<file path="src/rtl/keypad_pkg.sv">
// Shared keypad definitions: key codes, game command encoding and the debounce FSM states.
// key_to_cmd is the single place where scanner codes map to game commands.
package keypad_pkg;

    localparam logic [3:0] KEY_0 = 4'h0;
    localparam logic [3:0] KEY_1 = 4'h1;
    localparam logic [3:0] KEY_2 = 4'h2;
    localparam logic [3:0] KEY_3 = 4'h3;
    localparam logic [3:0] KEY_4 = 4'h4;
    localparam logic [3:0] KEY_5 = 4'h5;
    localparam logic [3:0] KEY_6 = 4'h6;
    localparam logic [3:0] KEY_7 = 4'h7;
    localparam logic [3:0] KEY_8 = 4'h8;
    localparam logic [3:0] KEY_9 = 4'h9;
    localparam logic [3:0] KEY_A = 4'hA;
    localparam logic [3:0] KEY_B = 4'hB;
    localparam logic [3:0] KEY_C = 4'hC;
    localparam logic [3:0] KEY_D = 4'hD;
    localparam logic [3:0] KEY_E = 4'hE;
    localparam logic [3:0] KEY_F = 4'hF;

    typedef enum logic [2:0] {
        CMD_NONE  = 3'd0,
        CMD_UP    = 3'd1,
        CMD_DOWN  = 3'd2,
        CMD_LEFT  = 3'd3,
        CMD_RIGHT = 3'd4,
        CMD_BOMB  = 3'd5,
        CMD_START = 3'd6
    } cmd_t;

    typedef enum logic [1:0] {
        ARM  = 2'd0,
        IDLE = 2'd1,
        QUAL = 2'd2
    } state_t;

    function automatic cmd_t key_to_cmd(input logic [3:0] key);
        cmd_t c;
        case (key)
            KEY_2:   c = CMD_UP;
            KEY_8:   c = CMD_DOWN;
            KEY_4:   c = CMD_LEFT;
            KEY_6:   c = CMD_RIGHT;
            KEY_5:   c = CMD_BOMB;
            KEY_F:   c = CMD_START;
            default: c = CMD_NONE;
        endcase
        return c;
    endfunction

endpackage

</file>
<file path="src/rtl/keypad_cmd_if.sv">
// Command queue handshake toward game control: valid/ready head plus queue status.
interface keypad_cmd_if #(
    parameter int unsigned FIFO_DEPTH = 4
);
    logic                                 cmd_valid;
    logic                                 cmd_ready;
    logic [2:0]                           cmd_code;
    logic [3:0]                           cmd_key;
    logic [$clog2(FIFO_DEPTH+1)-1:0]      fifo_count;
    logic                                 overflow;

    modport master (
        output cmd_valid, cmd_code, cmd_key, fifo_count, overflow,
        input  cmd_ready
    );

    modport slave (
        input  cmd_valid, cmd_code, cmd_key, fifo_count, overflow,
        output cmd_ready
    );
endinterface

</file>
<file path="src/rtl/cmd_fifo.sv">
// Generic first-word-fall-through FIFO; head is always visible on o_data while not empty.
// A push when full is accepted only if a pop frees a slot in the same cycle.
module cmd_fifo #(
    parameter int unsigned WIDTH = 8,
    parameter int unsigned DEPTH = 4
) (
    input  logic                           clk,
    input  logic                           rst_n,
    input  logic                           i_push,
    input  logic [WIDTH-1:0]               i_data,
    input  logic                           i_pop,
    output logic [WIDTH-1:0]               o_data,
    output logic [$clog2(DEPTH+1)-1:0]     o_count,
    output logic                           o_full,
    output logic                           o_empty
);
    localparam int unsigned AW = $clog2(DEPTH);
    localparam int unsigned CW = $clog2(DEPTH+1);

    logic [WIDTH-1:0] r_mem [DEPTH];
    logic [AW-1:0]    r_wr_ptr;
    logic [AW-1:0]    r_rd_ptr;
    logic [CW-1:0]    r_count;
    logic             w_push;
    logic             w_pop;

    assign o_empty = (r_count == '0);
    assign o_full  = (r_count == CW'(DEPTH));
    assign o_count = r_count;
    assign o_data  = r_mem[r_rd_ptr];

    assign w_pop  = i_pop && !o_empty;
    assign w_push = i_push && (!o_full || w_pop);

    always_ff @(posedge clk or negedge rst_n) begin
        if (!rst_n) begin
            for (int unsigned i = 0; i < DEPTH; i++) begin
                r_mem[i] <= '0;
            end
            r_wr_ptr <= '0;
            r_rd_ptr <= '0;
            r_count  <= '0;
        end else begin
            if (w_push) begin
                r_mem[r_wr_ptr] <= i_data;
                r_wr_ptr        <= r_wr_ptr + AW'(1);
            end
            if (w_pop) begin
                r_rd_ptr <= r_rd_ptr + AW'(1);
            end
            case ({w_push, w_pop})
                2'b10:   r_count <= r_count + CW'(1);
                2'b01:   r_count <= r_count - CW'(1);
                default: r_count <= r_count;
            endcase
        end
    end

endmodule

</file>
<file path="src/rtl/keypad_cmd.sv">
// Synchronises and debounces the scanner key level, maps each qualified change to a
// game command and queues it for game control.
module keypad_cmd
    import keypad_pkg::*;
#(
    parameter int unsigned STABLE_CYCLES = 2000000,
    parameter int unsigned FIFO_DEPTH    = 4,
    parameter int unsigned CNT_W         = 21
) (
    input  logic          clk,
    input  logic          rst_n,
    input  logic [3:0]    decode,
    keypad_cmd_if.master  cmd
);
    localparam logic [CNT_W-1:0] CNT_LAST = CNT_W'(STABLE_CYCLES - 1);

    logic [3:0]       r_sync1;
    logic [3:0]       r_syncd;
    state_t           r_state;
    state_t           w_state_nx;
    logic [CNT_W-1:0] r_cnt;
    logic [CNT_W-1:0] w_cnt_nx;
    logic [3:0]       r_cand;
    logic [3:0]       w_cand_nx;
    logic [3:0]       r_stable;
    logic [3:0]       w_stable_nx;
    logic             w_event;
    logic             w_cnt_done;

    logic             r_push;
    logic [6:0]       r_push_data;
    logic             r_overflow;
    logic [6:0]       w_fifo_data;
    logic             w_full;
    logic             w_empty;

    always_ff @(posedge clk or negedge rst_n) begin
        if (!rst_n) begin
            r_sync1  <= '0;
            r_syncd  <= '0;
            r_state  <= ARM;
            r_cnt    <= '0;
            r_cand   <= '0;
            r_stable <= '0;
        end else begin
            r_sync1  <= decode;
            r_syncd  <= r_sync1;
            r_state  <= w_state_nx;
            r_cnt    <= w_cnt_nx;
            r_cand   <= w_cand_nx;
            r_stable <= w_stable_nx;
        end
    end

    assign w_cnt_done = (r_cnt == CNT_LAST);

    always_comb begin
        w_state_nx  = r_state;
        w_cnt_nx    = r_cnt;
        w_cand_nx   = r_cand;
        w_stable_nx = r_stable;
        w_event     = 1'b0;
        case (r_state)
            ARM: begin
                if (r_syncd != r_cand) begin
                    w_cand_nx = r_syncd;
                    w_cnt_nx  = '0;
                end else if (w_cnt_done) begin
                    w_stable_nx = r_cand;
                    w_state_nx  = IDLE;
                end else begin
                    w_cnt_nx = r_cnt + CNT_W'(1);
                end
            end
            IDLE: begin
                if (r_syncd != r_stable) begin
                    w_cand_nx  = r_syncd;
                    w_cnt_nx   = '0;
                    w_state_nx = QUAL;
                end
            end
            QUAL: begin
                // Returning to the accepted value wins over any in-flight candidate.
                if (r_syncd == r_stable) begin
                    w_state_nx = IDLE;
                end else if (r_syncd != r_cand) begin
                    w_cand_nx = r_syncd;
                    w_cnt_nx  = '0;
                end else if (w_cnt_done) begin
                    w_stable_nx = r_cand;
                    w_event     = 1'b1;
                    w_state_nx  = IDLE;
                end else begin
                    w_cnt_nx = r_cnt + CNT_W'(1);
                end
            end
            default: w_state_nx = ARM;
        endcase
    end

    // Event is registered, so the push lands one cycle after qualification.
    always_ff @(posedge clk or negedge rst_n) begin
        if (!rst_n) begin
            r_push      <= 1'b0;
            r_push_data <= '0;
            r_overflow  <= 1'b0;
        end else begin
            r_push      <= w_event && (key_to_cmd(r_cand) != CMD_NONE);
            r_push_data <= {key_to_cmd(r_cand), r_cand};
            if (r_push && w_full && !cmd.cmd_ready) begin
                r_overflow <= 1'b1;
            end
        end
    end

    cmd_fifo #(
        .WIDTH (7),
        .DEPTH (FIFO_DEPTH)
    ) u_fifo (
        .clk     (clk),
        .rst_n   (rst_n),
        .i_push  (r_push),
        .i_data  (r_push_data),
        .i_pop   (cmd.cmd_ready),
        .o_data  (w_fifo_data),
        .o_count (cmd.fifo_count),
        .o_full  (w_full),
        .o_empty (w_empty)
    );

    assign cmd.cmd_valid = !w_empty;
    assign cmd.cmd_code  = w_fifo_data[6:4];
    assign cmd.cmd_key   = w_fifo_data[3:0];
    assign cmd.overflow  = r_overflow;

endmodule

</file>
<file path="src/flat_wrapper.sv">
// flat-port wrapper written by rule: the top's interface ports become plain ports
module keypad_cmd_flat import keypad_pkg::*;
#(
    parameter int unsigned STABLE_CYCLES = 2000000,
    parameter int unsigned FIFO_DEPTH    = 4,
    parameter int unsigned CNT_W         = 21
)
  (clk, rst_n, decode, cmd_cmd_valid, cmd_cmd_code, cmd_cmd_key, cmd_fifo_count, cmd_overflow, cmd_cmd_ready);
  keypad_cmd_if #(.FIFO_DEPTH(FIFO_DEPTH)) cmd_i ();
  input  logic clk;
  input  logic rst_n;
  input  logic [3:0] decode;
  output wire logic [$bits(cmd_i.cmd_valid)-1:0] cmd_cmd_valid;
  output wire logic [$bits(cmd_i.cmd_code)-1:0] cmd_cmd_code;
  output wire logic [$bits(cmd_i.cmd_key)-1:0] cmd_cmd_key;
  output wire logic [$bits(cmd_i.fifo_count)-1:0] cmd_fifo_count;
  output wire logic [$bits(cmd_i.overflow)-1:0] cmd_overflow;
  input wire logic [$bits(cmd_i.cmd_ready)-1:0] cmd_cmd_ready;
  assign cmd_cmd_valid = cmd_i.cmd_valid;
  assign cmd_cmd_code = cmd_i.cmd_code;
  assign cmd_cmd_key = cmd_i.cmd_key;
  assign cmd_fifo_count = cmd_i.fifo_count;
  assign cmd_overflow = cmd_i.overflow;
  assign cmd_i.cmd_ready = cmd_cmd_ready;
  keypad_cmd #(.STABLE_CYCLES(STABLE_CYCLES), .FIFO_DEPTH(FIFO_DEPTH), .CNT_W(CNT_W)) u_core (.clk(clk), .rst_n(rst_n), .decode(decode), .cmd(cmd_i));
endmodule
</file>
<file path="config.mk">
export PLATFORM = sky130hd
export DESIGN_NAME = keypad_cmd_flat
export DESIGN_NICKNAME = d
export VERILOG_FILES = /design/src/rtl/keypad_pkg.sv /design/src/rtl/keypad_cmd_if.sv /design/src/rtl/cmd_fifo.sv /design/src/rtl/keypad_cmd.sv /design/src/flat_wrapper.sv
export SDC_FILE = /design/constraint.sdc
export NUM_CORES = 1
export LEC_CHECK = 0
export CAP_MARGIN = 20
export CORE_ASPECT_RATIO = 1.2
export CORE_UTILIZATION = 42
export DETAILED_ROUTE_END_ITERATION = 6
export GPL_TIMING_DRIVEN = 1
export HOLD_SLACK_MARGIN = 0.02
export PLACE_DENSITY = 0.6
export RECOVER_POWER = 100
export SLEW_MARGIN = 25
export SYNTH_ARGS = -nofsm -noshare
export SYNTH_HDL_FRONTEND = slang
export SYNTH_HIERARCHICAL = 1
export SYNTH_SLANG_ARGS = --single-unit
</file>
<file path="constraint.sdc">
create_clock -name clk -period 5.6 [get_ports clk]
set_input_delay 0.84 -clock clk [delete_from_list [all_inputs] [get_ports clk]]
set_output_delay 0.84 -clock clk [all_outputs]
set_load 0.02 [all_outputs]
</file>
* After elaboration in Yosys (flattened, before gate mapping) *
Index checks and enable logic that the tools add are counted.

word-level totals
  flip-flop bits (word level) = 83
  bits of input ports = 7
  output and inout port bits = 12

operators by class
  add/subtract/negate cells = 5
  $lt $le $gt $ge = 3
  eq/ne operators = 17
  multiplexer cells = 30
  bitwise gates (word level) = 2
  reduce and logical (&&, ||, !) cells = 18

operators with widths
  operator                                       count
  2-to-1 mux 21 bit                              4
  case mux 21 bit (3 select lines)               1
  bitwise mux 28 bit                             1
  2-to-1 mux 4 bit                               6
  adder 21 x 1 -> 21 bit, second input constant  1
  == test 21 bit, second input constant          1
  2-to-1 mux 7 bit                               3
  case mux 3 bit (6 select lines)                1
  binary-select mux 7 bit (select 2 bit)         1
  demux 7 bit (select 2 bit)                     1
  == test 4 x 3 -> 1 bit, second input constant  3
  case mux 4 bit (3 select lines)                1
  == test 4 bit, second input constant           2
  2-to-1 mux 2 bit                               4
  inequality test 4 bit                          2
  case mux 4 bit (2 select lines)                1
  >= comparator 3 bit, second input constant     2
  logical AND 1 bit                              6
  inverter 2 -> 3 bit                            2
  case mux 2 bit (3 select lines)                1
  case mux 3 bit (2 select lines)                1
  nonzero test 3 bit                             2
  adder 2 x 1 -> 2 bit, second input constant    2
  == test 2 x 1 -> 1 bit, second input constant  2
  17 further kinds                               24

* Depth between registers and ports, before layout *
Gate-level depths: netlist of the first run.

  word-level depth = 7
  mapped depth = 8
  mapped depth without buffers = 8

* Cells and area by module *
Netlist of the first run, hierarchy kept.

by module, submodules not included
  module      instances  cells an instance  area an instance (um^2)
  keypad_cmd  1          232                2,361.0
  cmd_fifo    1          106                1,634.1

* Worst setup path after synthesis of the first run *
Ideal clock, no wire load.

  kind = input to register
  from = input port cmd_cmd_ready
  to = register u_core.u_fifo.r_count[2], in the netlist u_core/u_fifo/o_count[2]
  setup time = 80 ps
  arrival = 2,361 ps
  required time = 5,520 ps
  path slack = 3,159 ps
  stages on the path = 8
  path buffers = 0
  cells stage by stage = nor4b_4 -> or2b_2 -> ha_1 -> inv_1 -> fa_1 -> xor2_1 -> nor2_1 -> xor2_1

between the ends
  word-level cells in the longest chain between the ends = 5
  elaborated cells on any way between the ends = 7
  classes of those cells = 2 x eq/ne; 1 x mux; 4 x reduce/logical

RTL lines
  what                                                                   RTL line            RTL
  start, declared                                                        flat_wrapper.sv:18  input wire logic [$bits(cmd_i.cmd_ready)-1:0] cmd_cmd_ready;
  logical AND 1 bit *                                                    cmd_fifo.sv:32      assign w_pop = i_pop && !o_empty;
  logical OR 1 bit                                                       cmd_fifo.sv:33      assign w_push = i_push && (!o_full || w_pop);
  logical AND 1 bit                                                      cmd_fifo.sv:33
  == test 2 x 1 -> 1 bit or == test 2 bit (tied branches)                cmd_fifo.sv:51      case ({w_push, w_pop})
  case mux 3 bit (2 select lines) or nonzero test 2 bit (tied branches)  -
  end signal, assigned                                                   cmd_fifo.sv:52      2'b10: r_count <= r_count + CW'(1);
  end signal, assigned                                                   cmd_fifo.sv:53      2'b01: r_count <= r_count - CW'(1);
  end signal, assigned                                                   cmd_fifo.sv:54      default: r_count <= r_count;
  end, declared                                                          cmd_fifo.sv:23      logic [CW-1:0] r_count;

Mark *: on every way between the ends. The rest lies on a longest branch, timed or not.
A chain may end at the register's enable or synchronous reset.

* Worst setup path in the final report of the first run *
  from = register u_core.u_fifo.r_rd_ptr[0]
  to = output port cmd_cmd_key[2]

between the ends
  word-level cells in the longest chain between the ends = 4

RTL lines
  what                                                 RTL line            RTL
  start, declared                                      cmd_fifo.sv:22      logic [AW-1:0] r_rd_ptr;
  start signal, assigned                               cmd_fifo.sv:49      r_rd_ptr <= r_rd_ptr + AW'(1);
  inverter 2 -> 3 bit (not written as such)            cmd_fifo.sv:30      assign o_data = r_mem[r_rd_ptr];
  binary-select mux 7 bit (select 2 bit)               cmd_fifo.sv:30
  2-to-1 mux 7 bit (not written as such) (2 in a row)  cmd_fifo.sv:30
  end, declared                                        flat_wrapper.sv:15  output wire logic [$bits(cmd_i.cmd_key)-1:0] cmd_cmd_key;

Every way passes these cells. The select of a mux whose other input is x is not followed.

==> results.tsv, run 1 <==
metric	value	unit
outcome	finished, final reports clean	
hold_viol_final	0	
area_growth	9.71	%
maxCapViolCount	0	
dr_wl_met3	193	microns
highest_layer	met4	
worstPathArrival	2280	ps
crit_chain	mux4_2, dlygate4sd3_1	
cts.sinks	83	
cp-end-kind	primary output	
seq_power_share	0.549	
core_area	9130	sq um
grt_pass1_vias	2649	
routabilityCongestion	0.863	
p_switching	0.369	mW
postCtsHoldBufs	0	
dp_hpwl	4730	microns
slew_headroom	0.110	
nets	367	
setup_violations	0	
netlist.area_leader.share	0.520	
antenna_found_initial	0	
p_total	1.25	mW
initialDrtViolationCount	146	
synth_area	4000	sq um
port_buffers	18	
grt_pass1_wl	12500	microns
synth_top_family_by_area	multiplexers	
synthesis.nets	352	
finalSetupTns	0	ps
pwr_density_cell	284	nW/um^2
synth_edf_count	0	
synth_mux_area_frac	0.152	
wl_met1	3390	microns
cts_buffer_depth	2	
diodes	0	
ioPinCount	19	
async_flop_share	1.00	
floorplan.initialDensity	0.438	
die-area	9910	sq um
post_cts_resized	0	
route.detailed.drc	0	
cts_made_buffers	9	
share_comb_of_total_power	0.131	
synth-simple-area-share	0.137	
cp_slowest_cell	dfrtp_1	
die_h	109	microns
ys_ff_latch	83	
dr.pass1.iters	4	
critical_path_class	reg2out	
startpoint_type	flip-flop	
min_path_type	reg2reg	
vias	2649	
fin_crit	3120	ps
synthDistinctLibCells	47	
grt_max_degree	84	
worstPathRequired	4760	ps
clk_pin_slew	90	ps
synth_most_common_cell	dfrtp_1	
gr-total-overflow	0	
post-route-period-util	0.558	
yosys.area.top_type	dfrtp_1	
routed_via_density	5.54	
insertion_delay	360	ps
synthCells	338	
finClkSkew	10.4	ps
synthXorXnorAreaFrac	0.0329	
synth_compound_area_frac	0.101	
pwr-share-clk	0.320	
synth_warnings	6	
swShare	0.296	
fillers	863	
multi_input_area	1720	sq um
fmax	320	MHz
post_cts_buffers	0	
ant_nets	0	
register_area	2080	sq um
met2_length	3560	microns
ir_drop	164	uV
cts_tree	yes	
clock-root-buffer	clkbuf_8	
wl_per_cell	15.2	microns
wl	7250	microns
synth_adder_area_share	0.0238	
synthTopCellsByArea	dfrtp_1 52%, mux2_2 10%, a31oi_1 5.5%	
cp_top_family	flip-flops	
postSynthAreaPerCell	11.8	sq um
synth_common_cells	83 x dfrtp_1, 36 x mux2_2, 35 x a31oi_1	
drive_gt1_frac	0.184	
rsz0062_at_grt	no	
tightest_slew	1320	ps
rows	38	
p_leak	1.95	nW
ys.flop_type	dfrtp_1	
drv_slew	0	
die_w	91.0	microns
ys_seq_area_frac	0.520	
p_int	0.877	mW
cp_num_buf_inv	1	
track_usage	0.162	
cp_max_fo	9	
crit_path_max_incr_delay	690	ps
h-tree-depth	3	
==> kinds of logic after synthesis <==
group / Yosys count
DFF: 83
xor gates and xnor gates: 15
AOI/OAI and AO/OA: 63
muxes: 47
buffers and inverters: 30
and+or+nand+nor: 93
adders and majority gates: 7
==> metrics by stage <==
step / hold WS [ps] / utilization / worst slack [ps] / instances / instance area [sq um]
5_1_grt: 368 / 0.480 / 2300 / 478 / 4380
3_3_place_gp: 331 / 0.467 / 2590 / 462 / 4260
2_1_floorplan: 331 / - / 3160 / 338 / 4000
4_1_cts: 355 / 0.487 / 2540 / 478 / 4450
3_5_place_dp: 336 / 0.467 / 2530 / 462 / 4260
6_report: 354 / 0.480 / 2480 / 478 / 4380
==> cells in the final DEF, fill, tap and decap left out, types with 6 or more instances in the layout <==
cell,Yosys,routed
a31oi_1,35,35
mux4_2,7,7
nand3_1,12,12
nor2_1,9,13
clkbuf_8,0,9
nand2b_1,6,6
o21ai_0,9,10
ha_1,6,6
dfrtp_1,83,83
nor4_1,4,6
mux2_2,36,35
nor3_1,7,7
xor2_1,7,7
nand2_1,23,23
inv_1,13,13
and3_1,6,6
a21oi_1,6,6
dlygate4sd3_1,0,17
xnor2_1,8,8
==> per-layer routing <==
| metal | GRT usage | vias up |
|---|---|---|
| met1 | 0.200 | 1336 |
| li1 | - | 1263 |
| met2 | 0.278 | 43 |
| met4 | 0.0782 | 0 |
| met5 | 0 | - |
| met3 | 0.0279 | 7 |
==> layout make-up <==
| cell class | count | area share |
|---|---|---|
| repair buffers | 21 | 0.0457 |
| clock buffers | 9 | 0.0283 |
| clock inverters | 7 | 0.0137 |
| flip-flops and latches | 83 | 0.474 |
| well taps | 120 | 0.0343 |
| multi-input cells | 225 | 0.393 |
| inverters | 13 | 0.0111 |
==> power by group through the flow <==
stage	clock [mW]	combinational [mW]	sequential, mW
global placement	0	0.171	0.703
floorplan	0	0.133	0.677
CTS	0.416	0.178	0.690
global route	0.440	0.180	0.693
finish	0.399	0.163	0.684
detailed placement	0	0.176	0.702
==> registers in the layout, indices dropped and copies added, names as in the netlist, 3 cells and up <==
register / flops
u_core/r_stable: 4
u_core/r_cnt: 21
u_core/r_cand: 4
u_core/u_fifo/r_mem: 28
u_core/r_sync1: 4
u_core/u_fifo/o_count: 3
u_core/r_syncd: 4
u_core/r_push_data: 7
==> path summary, 6_finish.rpt <==
path / start / endpoint / slack (ps) / depth (start not counted)
hold / removal: u_core/r_sync1[2] / u_core/r_syncd[2] / 350 / 0
max in group asynchronous: rst_n / u_core/r_cnt[20] / 4560 / 1
setup reg to reg: u_core/r_cnt[16] / u_core/r_cnt[2] / 2530 / 6
hold reg to reg: u_core/r_sync1[2] / u_core/r_syncd[2] / 350 / 0
min in group asynchronous: rst_n / u_core/u_fifo/r_mem[21] / 490 / 1
setup / recovery: u_core/u_fifo/r_rd_ptr[0] / cmd_cmd_key[2] / 2480 / 2
(Power assumes the default switching activity.)
==> run 2: changes to the inputs <==
clock period = 3.05 ns   (was 5.6 ns; I/O delays follow)
==> results.tsv, run 2 (synthesized netlist as in run 1, its figures left out) <==
metric	value	unit	change
vias	2612		-1.4%
final_cells	479		+0.21%
port_buffers	18		unchanged
routabilityCongestion	0.779		-9.7%
worstPathRequired	3280	ps	-1480 ps
antenna_found_initial	0		unchanged
wl	7220	microns	-0.46%
cp_max_fo	12		+3
track_usage	0.162		about the same
largest_reg_flops	28		unchanged
cp-end-kind	flip-flop		
dr.pass1.iters	4		unchanged
finalSetupTns	0	ps	unchanged
core_area	9130	sq um	unchanged
utilization	0.484		+0.00356
crit_start	u_core/r_cnt[16]		
p_leak	1.96	nW	+0.56%
post_cts_resized	0		unchanged
place_ws	593	ps	-1930 ps
wl_per_cell	15.1	microns	-0.66%
insertion_delay	360	ps	about the same
finClkSkew	10.7	ps	+0.240 ps
fmax	359	MHz	
hold_viol_final	0		unchanged
grt_max_degree	84		unchanged
rows	38		unchanged
initialDrtViolationCount	78		-47%
outcome	finished with violations		
r2r-start	u_core/r_cnt[16]		
placed_cell_area	4270	sq um	+0.18%
final_common_cell	dfrtp_1		
floorplan.initialDensity	0.438		unchanged
clock-root-buffer	clkbuf_8		
postCtsHoldBufs	0		unchanged
h-tree-depth	3		unchanged
setup_violations	0		unchanged
min_path_type	reg2reg		
die_w	91.0	microns	unchanged
drive_gt1_frac	0.195		+0.0106
area_growth	10.5	%	
violations	max-capacitance violations, max-slew violations		
critical_path_class	reg2reg		
cts.sinks	83		unchanged
nets	368		+0.27%
slew_headroom	-0.337		-0.447
route.detailed.drc	0		unchanged
gr-total-overflow	0		unchanged
final_cell_area	4420	sq um	+0.74%
top_register	u_core/u_fifo/r_mem		
grt_pass1_vias	2584		-2.5%
rsz0062_at_grt	no		
cts_tree	yes		
fillers	828		-4.1%
ant_nets	0		unchanged
diodes	0		unchanged
post-route-period-util	0.912		
dp_hpwl	4770	microns	+0.78%
routed_via_density	5.45		-1.6%
post_cts_buffers	0		unchanged
dp.cells	463		+0.22%
ir_drop	268	uV	+63%
die_h	109	microns	unchanged
startpoint_type	flip-flop		
ioPinCount	19		unchanged
fin_crit	2780	ps	
hp-start	u_core/r_sync1[0]		
drv_slew	84		+84
grt_pass1_wl	12500	microns	-0.66%
cts_buffer_depth	2		unchanged
top_regs	u_core/u_fifo/r_mem: 28 flops, u_core/r_cnt: 21 flops, u_core/r_push_data: 7 flops		
maxCapViolCount	1		+1
die-area	9910	sq um	unchanged
tightest_slew	2010	ps	+682 ps
cts_made_buffers	9		unchanged
clk_pin_slew	80	ps	about the same
setup_ws	267	ps	-2210 ps
worstPathArrival	3010	ps	+730 ps
pwr_density_cell	535	nW/um^2	+88%
final_cell_mix	83 x dfrtp_1, 36 x mux2_2, 35 x a31oi_1		
==> run 2: final timing paths <==
kind,slack (ps),endpoint,cells past startpoint
max,270,u_core/r_cnt[4],6
min,350,u_core/r_syncd[0],0
max reg2reg,270,u_core/r_cnt[4],6
min reg2reg,350,u_core/r_syncd[0],0
max in group asynchronous,1200,u_core/r_cnt[15],1
min in group asynchronous,670,u_core/u_fifo/r_mem[14],1
==> run 2: power by group <==
part	total (mW)	internal (mW)	switching [mW]
clock	0.807	0.391	0.416
sequential	1.26	1.15	0.107
combinational	0.299	0.153	0.146
==> run 2: area by class of cell <==
class,instances,area (sq um),share of cell area
sequential,83,2080,0.470
multi-input combinational,225,1730,0.393
timing repair buffer,22,201,0.0456
tap,120,150,0.0340
clock buffer,9,124,0.0281
clock inverter,7,80.1,0.0181
inverter,13,48.8,0.0111
==> run 2: metrics by stage <==
step	hold WS, ps	total power [mW]
floorplan	162	1.49
global placement	331	1.61
detailed placement	336	1.62
CTS	301	2.45
global route	361	2.51
finish	354	2.36
==> run 2: metal layers <==
layer / up-vias / share of wire / global-route usage
met1: 1296 / 0.46 / 0.203
met3: 8 / 0.033 / 0.0349
met5: - / 0 / 0
met4: 0 / 0.015 / 0.0646
li1: 1271 / - / -
met2: 37 / 0.49 / 0.276
==> run 2: worst max-delay path, stage by stage (launching register included) <==
cell and delay (ps):
dfrtp_1 420, or4_1 540, nor4_1 640, a31oi_1 480
buf_4 330, a31oi_1 170, a31oi_1 60
